==> src/rtl/vtg_pkg.sv <==
// Shared definitions for the raster timing generator: region encoding,
// default 640x480@60 timing and the count-to-region decode.
package vtg_pkg;

   typedef enum logic [1:0] {
      REG_ACTIVE = 2'd0,
      REG_FP     = 2'd1,
      REG_SYNC   = 2'd2,
      REG_BP     = 2'd3
   } region_t;

   localparam int unsigned DEF_H_VA  = 640;
   localparam int unsigned DEF_H_FP  = 16;
   localparam int unsigned DEF_H_SP  = 96;
   localparam int unsigned DEF_H_BP  = 48;
   localparam int unsigned DEF_V_VA  = 480;
   localparam int unsigned DEF_V_FP  = 10;
   localparam int unsigned DEF_V_SP  = 2;
   localparam int unsigned DEF_V_BP  = 33;
   localparam int unsigned DEF_CNT_W = 13;

   // Counts beyond the end of the axis never occur; they decode as active.
   function automatic region_t calcRegion(input int unsigned cnt, input int unsigned va,
                                          input int unsigned fp, input int unsigned sp,
                                          input int unsigned bp);
      region_t r;
      r = REG_ACTIVE;
      if (cnt < va)
         r = REG_ACTIVE;
      else if (cnt < va + fp)
         r = REG_FP;
      else if (cnt < va + fp + sp)
         r = REG_SYNC;
      else if (cnt < va + fp + sp + bp)
         r = REG_BP;
      return r;
   endfunction

endpackage

==> src/rtl/vtg_axis_counter.sv <==
// One raster axis: wrapping position counter with terminal-count flag and
// region decode of the current count.
module vtg_axis_counter
   import vtg_pkg::*;
#(
   parameter int unsigned VA    = DEF_H_VA,
   parameter int unsigned FP    = DEF_H_FP,
   parameter int unsigned SP    = DEF_H_SP,
   parameter int unsigned BP    = DEF_H_BP,
   parameter int unsigned CNT_W = DEF_CNT_W
) (
   input  logic             iClk,
   input  logic             iRst,
   input  logic             iStep,
   output logic [CNT_W-1:0] oCount,
   output logic             oWrap,
   output region_t          oRegion
);

   localparam int unsigned      TOTAL = VA + FP + SP + BP;
   localparam logic [CNT_W-1:0] LAST  = CNT_W'(TOTAL - 1);

   logic [CNT_W-1:0] count;

   always_ff @(posedge iClk) begin
      if (iRst)
         count <= '0;
      else if (iStep)
         count <= (count == LAST) ? '0 : count + 1'b1;
   end

   assign oCount  = count;
   assign oWrap   = (count == LAST);
   assign oRegion = calcRegion(32'(count), VA, FP, SP, BP);

endmodule

==> src/rtl/video_timing_gen.sv <==
// Parametrised raster timing generator with pixel enable and sync polarity.
// Optional frame counter output oFrameCnt when VTG_FRAME_COUNTER_EN is defined.
module video_timing_gen
   import vtg_pkg::*;
#(
   parameter int unsigned H_VA   = DEF_H_VA,
   parameter int unsigned H_FP   = DEF_H_FP,
   parameter int unsigned H_SP   = DEF_H_SP,
   parameter int unsigned H_BP   = DEF_H_BP,
   parameter int unsigned V_VA   = DEF_V_VA,
   parameter int unsigned V_FP   = DEF_V_FP,
   parameter int unsigned V_SP   = DEF_V_SP,
   parameter int unsigned V_BP   = DEF_V_BP,
   parameter bit          HS_POL = 1'b0,
   parameter bit          VS_POL = 1'b0,
   parameter int unsigned CNT_W  = DEF_CNT_W
) (
   input  logic             iClk,
   input  logic             iRst,
   input  logic             iCe,
   output logic             oDE,
   output logic             oHS,
   output logic             oVS,
   output logic [CNT_W-1:0] oX,
   output logic [CNT_W-1:0] oY,
   output logic             oLineStart,
   output logic             oFrameStart
`ifdef VTG_FRAME_COUNTER_EN
   ,
   output logic [15:0]      oFrameCnt
`endif
);

   localparam int unsigned H_TOTAL = H_VA + H_FP + H_SP + H_BP;
   localparam int unsigned V_TOTAL = V_VA + V_FP + V_SP + V_BP;

   if (H_VA == 0 || H_FP == 0 || H_SP == 0 || H_BP == 0 ||
       V_VA == 0 || V_FP == 0 || V_SP == 0 || V_BP == 0 ||
       ((H_TOTAL - 1) >> CNT_W) != 0 || ((V_TOTAL - 1) >> CNT_W) != 0) begin : gCfgErr
      $error("video_timing_gen: invalid timing parameters or CNT_W too small");
   end

   logic [CNT_W-1:0] hCnt, vCnt;
   logic             hWrap;
   region_t          hReg, vReg;

   vtg_axis_counter #(.VA(H_VA), .FP(H_FP), .SP(H_SP), .BP(H_BP), .CNT_W(CNT_W)) hAxis (
      .iClk(iClk), .iRst(iRst), .iStep(iCe),
      .oCount(hCnt), .oWrap(hWrap), .oRegion(hReg)
   );

`ifdef VTG_FRAME_COUNTER_EN
   logic vWrap;
`endif

   vtg_axis_counter #(.VA(V_VA), .FP(V_FP), .SP(V_SP), .BP(V_BP), .CNT_W(CNT_W)) vAxis (
      .iClk(iClk), .iRst(iRst), .iStep(hWrap && iCe),
      .oCount(vCnt),
`ifdef VTG_FRAME_COUNTER_EN
      .oWrap(vWrap),
`else
      .oWrap(),
`endif
      .oRegion(vReg)
   );

   always_ff @(posedge iClk) begin
      if (iRst) begin
         oDE         <= 1'b0;
         oHS         <= ~HS_POL;
         oVS         <= ~VS_POL;
         oX          <= '0;
         oY          <= '0;
         oLineStart  <= 1'b0;
         oFrameStart <= 1'b0;
      end else if (iCe) begin
         oDE         <= (hReg == REG_ACTIVE) && (vReg == REG_ACTIVE);
         oHS         <= (hReg == REG_SYNC) ? HS_POL : ~HS_POL;
         oVS         <= (vReg == REG_SYNC) ? VS_POL : ~VS_POL;
         oX          <= hCnt;
         oY          <= vCnt;
         oLineStart  <= (hCnt == '0);
         oFrameStart <= (hCnt == '0) && (vCnt == '0);
      end
   end

`ifdef VTG_FRAME_COUNTER_EN
   // Internal count steps on the frame wrap; the registered copy therefore
   // changes together with the oFrameStart pulse of the new frame.
   logic [15:0] frameCnt;

   always_ff @(posedge iClk) begin
      if (iRst) begin
         frameCnt  <= '0;
         oFrameCnt <= '0;
      end else if (iCe) begin
         oFrameCnt <= frameCnt;
         if (hWrap && vWrap)
            frameCnt <= frameCnt + 16'd1;
      end
   end
`endif

endmodule

==> config.mk <==
export PLATFORM = sky130hd
export DESIGN_NAME = video_timing_gen
export DESIGN_NICKNAME = d
export VERILOG_FILES = /design/src/rtl/vtg_pkg.sv /design/src/rtl/vtg_axis_counter.sv /design/src/rtl/video_timing_gen.sv
export SDC_FILE = /design/constraint.sdc
export NUM_CORES = 1
export LEC_CHECK = 0
export ABC_AREA = 1
export BUFFER_PORTS_ARGS = -buffer_cell sky130_fd_sc_hd__buf_2
export CORE_MARGIN = 1.5
export CORE_UTILIZATION = 46
export DETAILED_ROUTE_END_ITERATION = 10
export PLACE_DENSITY_LB_ADDON = 0.1
export SLEW_MARGIN = 0
export SYNTH_ARGS = -nofsm -noshare
export SYNTH_HDL_FRONTEND = slang
export SYNTH_SLANG_ARGS = --single-unit
==> constraint.sdc <==
create_clock -name iClk -period 1.5 [get_ports iClk]
set_input_delay 0.075 -clock iClk [delete_from_list [all_inputs] [get_ports iClk]]
set_output_delay 0.075 -clock iClk [all_outputs]
set_load 0.01 [all_outputs]
==> impl_metrics.yaml <==
run_status:
  status: "complete, no violations"
critical_path:
  worstReg2RegStart: "vAxis.oCount[8]"
  r2r_slack_ps: 60
  r2r_end: "vAxis.oCount[9]"
  critPathMaxFanout: 6
  cpMaxStageDelayCell: "dfxtp_1"
  critPathMaxStageDelay_ps: 410
  cp_data_required_time_ps: 1770
  crit_chain: "inv_1 -> nor3_2 -> nand3_1 -> nand2_1 -> nand4_1 -> a21oi_2"
  arrival_ps: 1710
  crit_path_start_kind: "register"
  reg2reg_depth: 6
  critPathCaptureType: "register"
  critPathKind: "register to register"
floorplanning:
  coreArea_mm2: 0.00564
  ios: 34
  row_count: 27
  fp.dieH_um: 80.2
  initial_core_util: 0.486
  dieArea_mm2: 0.00644
  die_w_um: 80.2
synthesis:
  ys_top_cells_by_area: "dfxtp_1 42%, nand2_1 8.6%, a21oi_1 8.6%"
  syn_nets: 382
  ys_seq_area_frac: 0.416
  yosys.area.top_type: "dfxtp_1"
  synthTopCellsByCount: "63 x nand2_1, 57 x dfxtp_1, 47 x a21oi_1, 37 x nor2_1, 29 x inv_1"
  synth_cells: 375
  synth_top_cell_area_share: 0.416
  synth_area_mm2: 0.00274
  avgSynthCellArea_um2: 7.32
  yosysMostFrequentCell: "nand2_1"
  synth_edf_count: 0
  ys.warnings.count: 0
  dominantRegCellSynth: "dfxtp_1"
  synth_cell_types: 34
  synth-seq-cells: 57
  async_flop_share: 0
clock_network:
  ctsHtreeMaxLevel: 3
  cts_hold_buf: 0
  cts-root-buf: "clkbuf_8"
  clock_sinks: 57
  cts_buffers: 9
  clk_pin_slew_ps: 70
  clkLatencyLatePin_ps: 340
  cts_tree: "yes"
  cts_buffer_depth: 2
timing:
  drv_slew: 0
  rsz0062_at_grt: "yes"
  hold_violations: 0
  tightest_slew_ps: 448
  holdWs_ps: 81.2
  finalSetupViolations: 0
  finalCriticalPeriod_ps: 1440
  maxSlewHeadroom: 0.701
  final.setup.tns_ps: 0
  fmax_mhz: 695
  skew_ps: 9.87
  period_share: 0.959
global_route:
  gr-usage-all-layers: 0.241
  grt-ovfl-total: 0
  grt_pass1_vias: 2351
  grt_max_degree: 51
  grt_pass1_wl_um: 11700
  antenna_found_initial: 0
placed_design:
  finalWeightedCongestion: 0.936
  io_buffer_count: 33
  hpwl_um: 5150
drt:
  ant_nets: 0
  drc_errors: 0
  dr.pass1.iters: 4
  dr_total_vias: 2673
  totalWireLength_um: 7240
  dr.first_iter.drc_count: 209
  viasPerCell: 5.25
  wire_per_inst_um: 14.2
worst_hold_path:
  hp-start: "iRst"
  hold_depth: 2
  worstHoldEndpoint: "vAxis.oCount[10]"
  hold_path_class: "primary input to register"
finish:
  syn_to_final_growth_pct: 25.2
  final_core_util: 0.609
  fill_cells: 544
  layout-drive-gt1-share: 0.281
  n_antenna_cell: 0
  layout.nets: 439
run:
  max-cap-violations: 0
power_and_ir_drop:
  p_per_area_mw_per_mm2: 953
  ir_worst_vdd_v: 0.000581
  leakagePower_nw: 1.44
## where the power goes
part | internal (mW) | switching (mW)
logic | 0.0853 | 0.141
registers | 1.56 | 0.0228
clock network | 0.814 | 0.652
## registers in the layout (all words and copies together), names as in the netlist
register      cells
oY               13
hAxis.oCount     13
oFrameStart       1
oLineStart        1
oVS               1
oDE               1
oHS               1
vAxis.oCount     13
oX               13
## worst max-delay path by stage
stage | start | endpoint | slack [ps] | depth (start not counted)
after floorplan | hAxis.oCount[1] | vAxis.oCount[4] | 20 | 10
after global placement | hAxis.oCount[1] | vAxis.oCount[4] | 20 | 10
after detailed placement | vAxis.oCount[1] | vAxis.oCount[1] | -40 | 7
after CTS | hAxis.oCount[1] | vAxis.oCount[3] | 3 | 10
after global routing | hAxis.oCount[12] | vAxis.oCount[9] | -40 | 9
final | vAxis.oCount[8] | vAxis.oCount[9] | 60 | 6
## critical path: cells and delay by family, from the launching register on
kind / cells / cell delay, ps
flops: 1 / 410
simple gates: 4 / 660
buf+inv: 1 / 170
compound gates: 1 / 140
## layout make-up
cell class	count	area [µm²]	area share
well taps	72	90.1	0.0262
flip-flops and latches	57	1150	0.336
inverters	38	148	0.0430
clock inverters	6	66.3	0.0193
multi-input cells	266	1470	0.429
repair buffers	60	368	0.107
clock buffers	10	138	0.0401
## stage by stage
step	instances	cell area, µm²	setup WS, ps	power [mW]
2_1_floorplan	375	2750	19.0	1.75
3_3_place_gp	493	3140	19.7	1.83
3_5_place_dp	493	3140	-36.5	1.84
4_1_cts	509	3350	2.69	3.30
5_1_grt	509	3440	-36.4	3.40
6_report	509	3440	62.2	3.27
## cells by family (layout without fill, tap and decap cells)
logic type	count (synthesis)	after routing	share of synthesized area
simple gates	169	169	0.304
flops	57	57	0.416
buf+inv	52	114	0.0762
xor+xnor	6	6	0.0192
mux	1	1	0.00365
compound gates	86	86	0.163
fa+ha+maj	4	4	0.0182
## cells in the final DEF, fill, tap and decap left out, types with 3 or more instances in the layout
| master | n |
|---|---|
| inv_2 | 8 |
| clkbuf_8 | 10 |
| nand4_1 | 7 |
| dfxtp_1 | 49 |
| inv_1 | 28 |
| o21ai_0 | 28 |
| a21oi_1 | 45 |
| xor2_1 | 6 |
| buf_4 | 27 |
| nor2_1 | 33 |
| nor2_2 | 6 |
| dfxtp_2 | 7 |
| nand2_4 | 4 |
| a31oi_1 | 3 |
| nand3_1 | 26 |
| nor3_1 | 12 |
| nor3_2 | 6 |
| nand2_1 | 62 |
| ha_1 | 3 |
| buf_2 | 33 |
| clkinvlp_4 | 3 |
## per-layer routing
metal	GRT usage	wire [µm]
met5	0	0
met4	0.0879	106
met3	0.0648	377
met2	0.324	2950
met1	0.362	3810
## what timing repair did
action | in CTS | in global routing
resized for setup | 2 | 24
pin swaps | 1 | 2
setup endpoints to repair | 7 | 23
buffers inserted | 0 | 0
(Power assumes the default switching activity.)
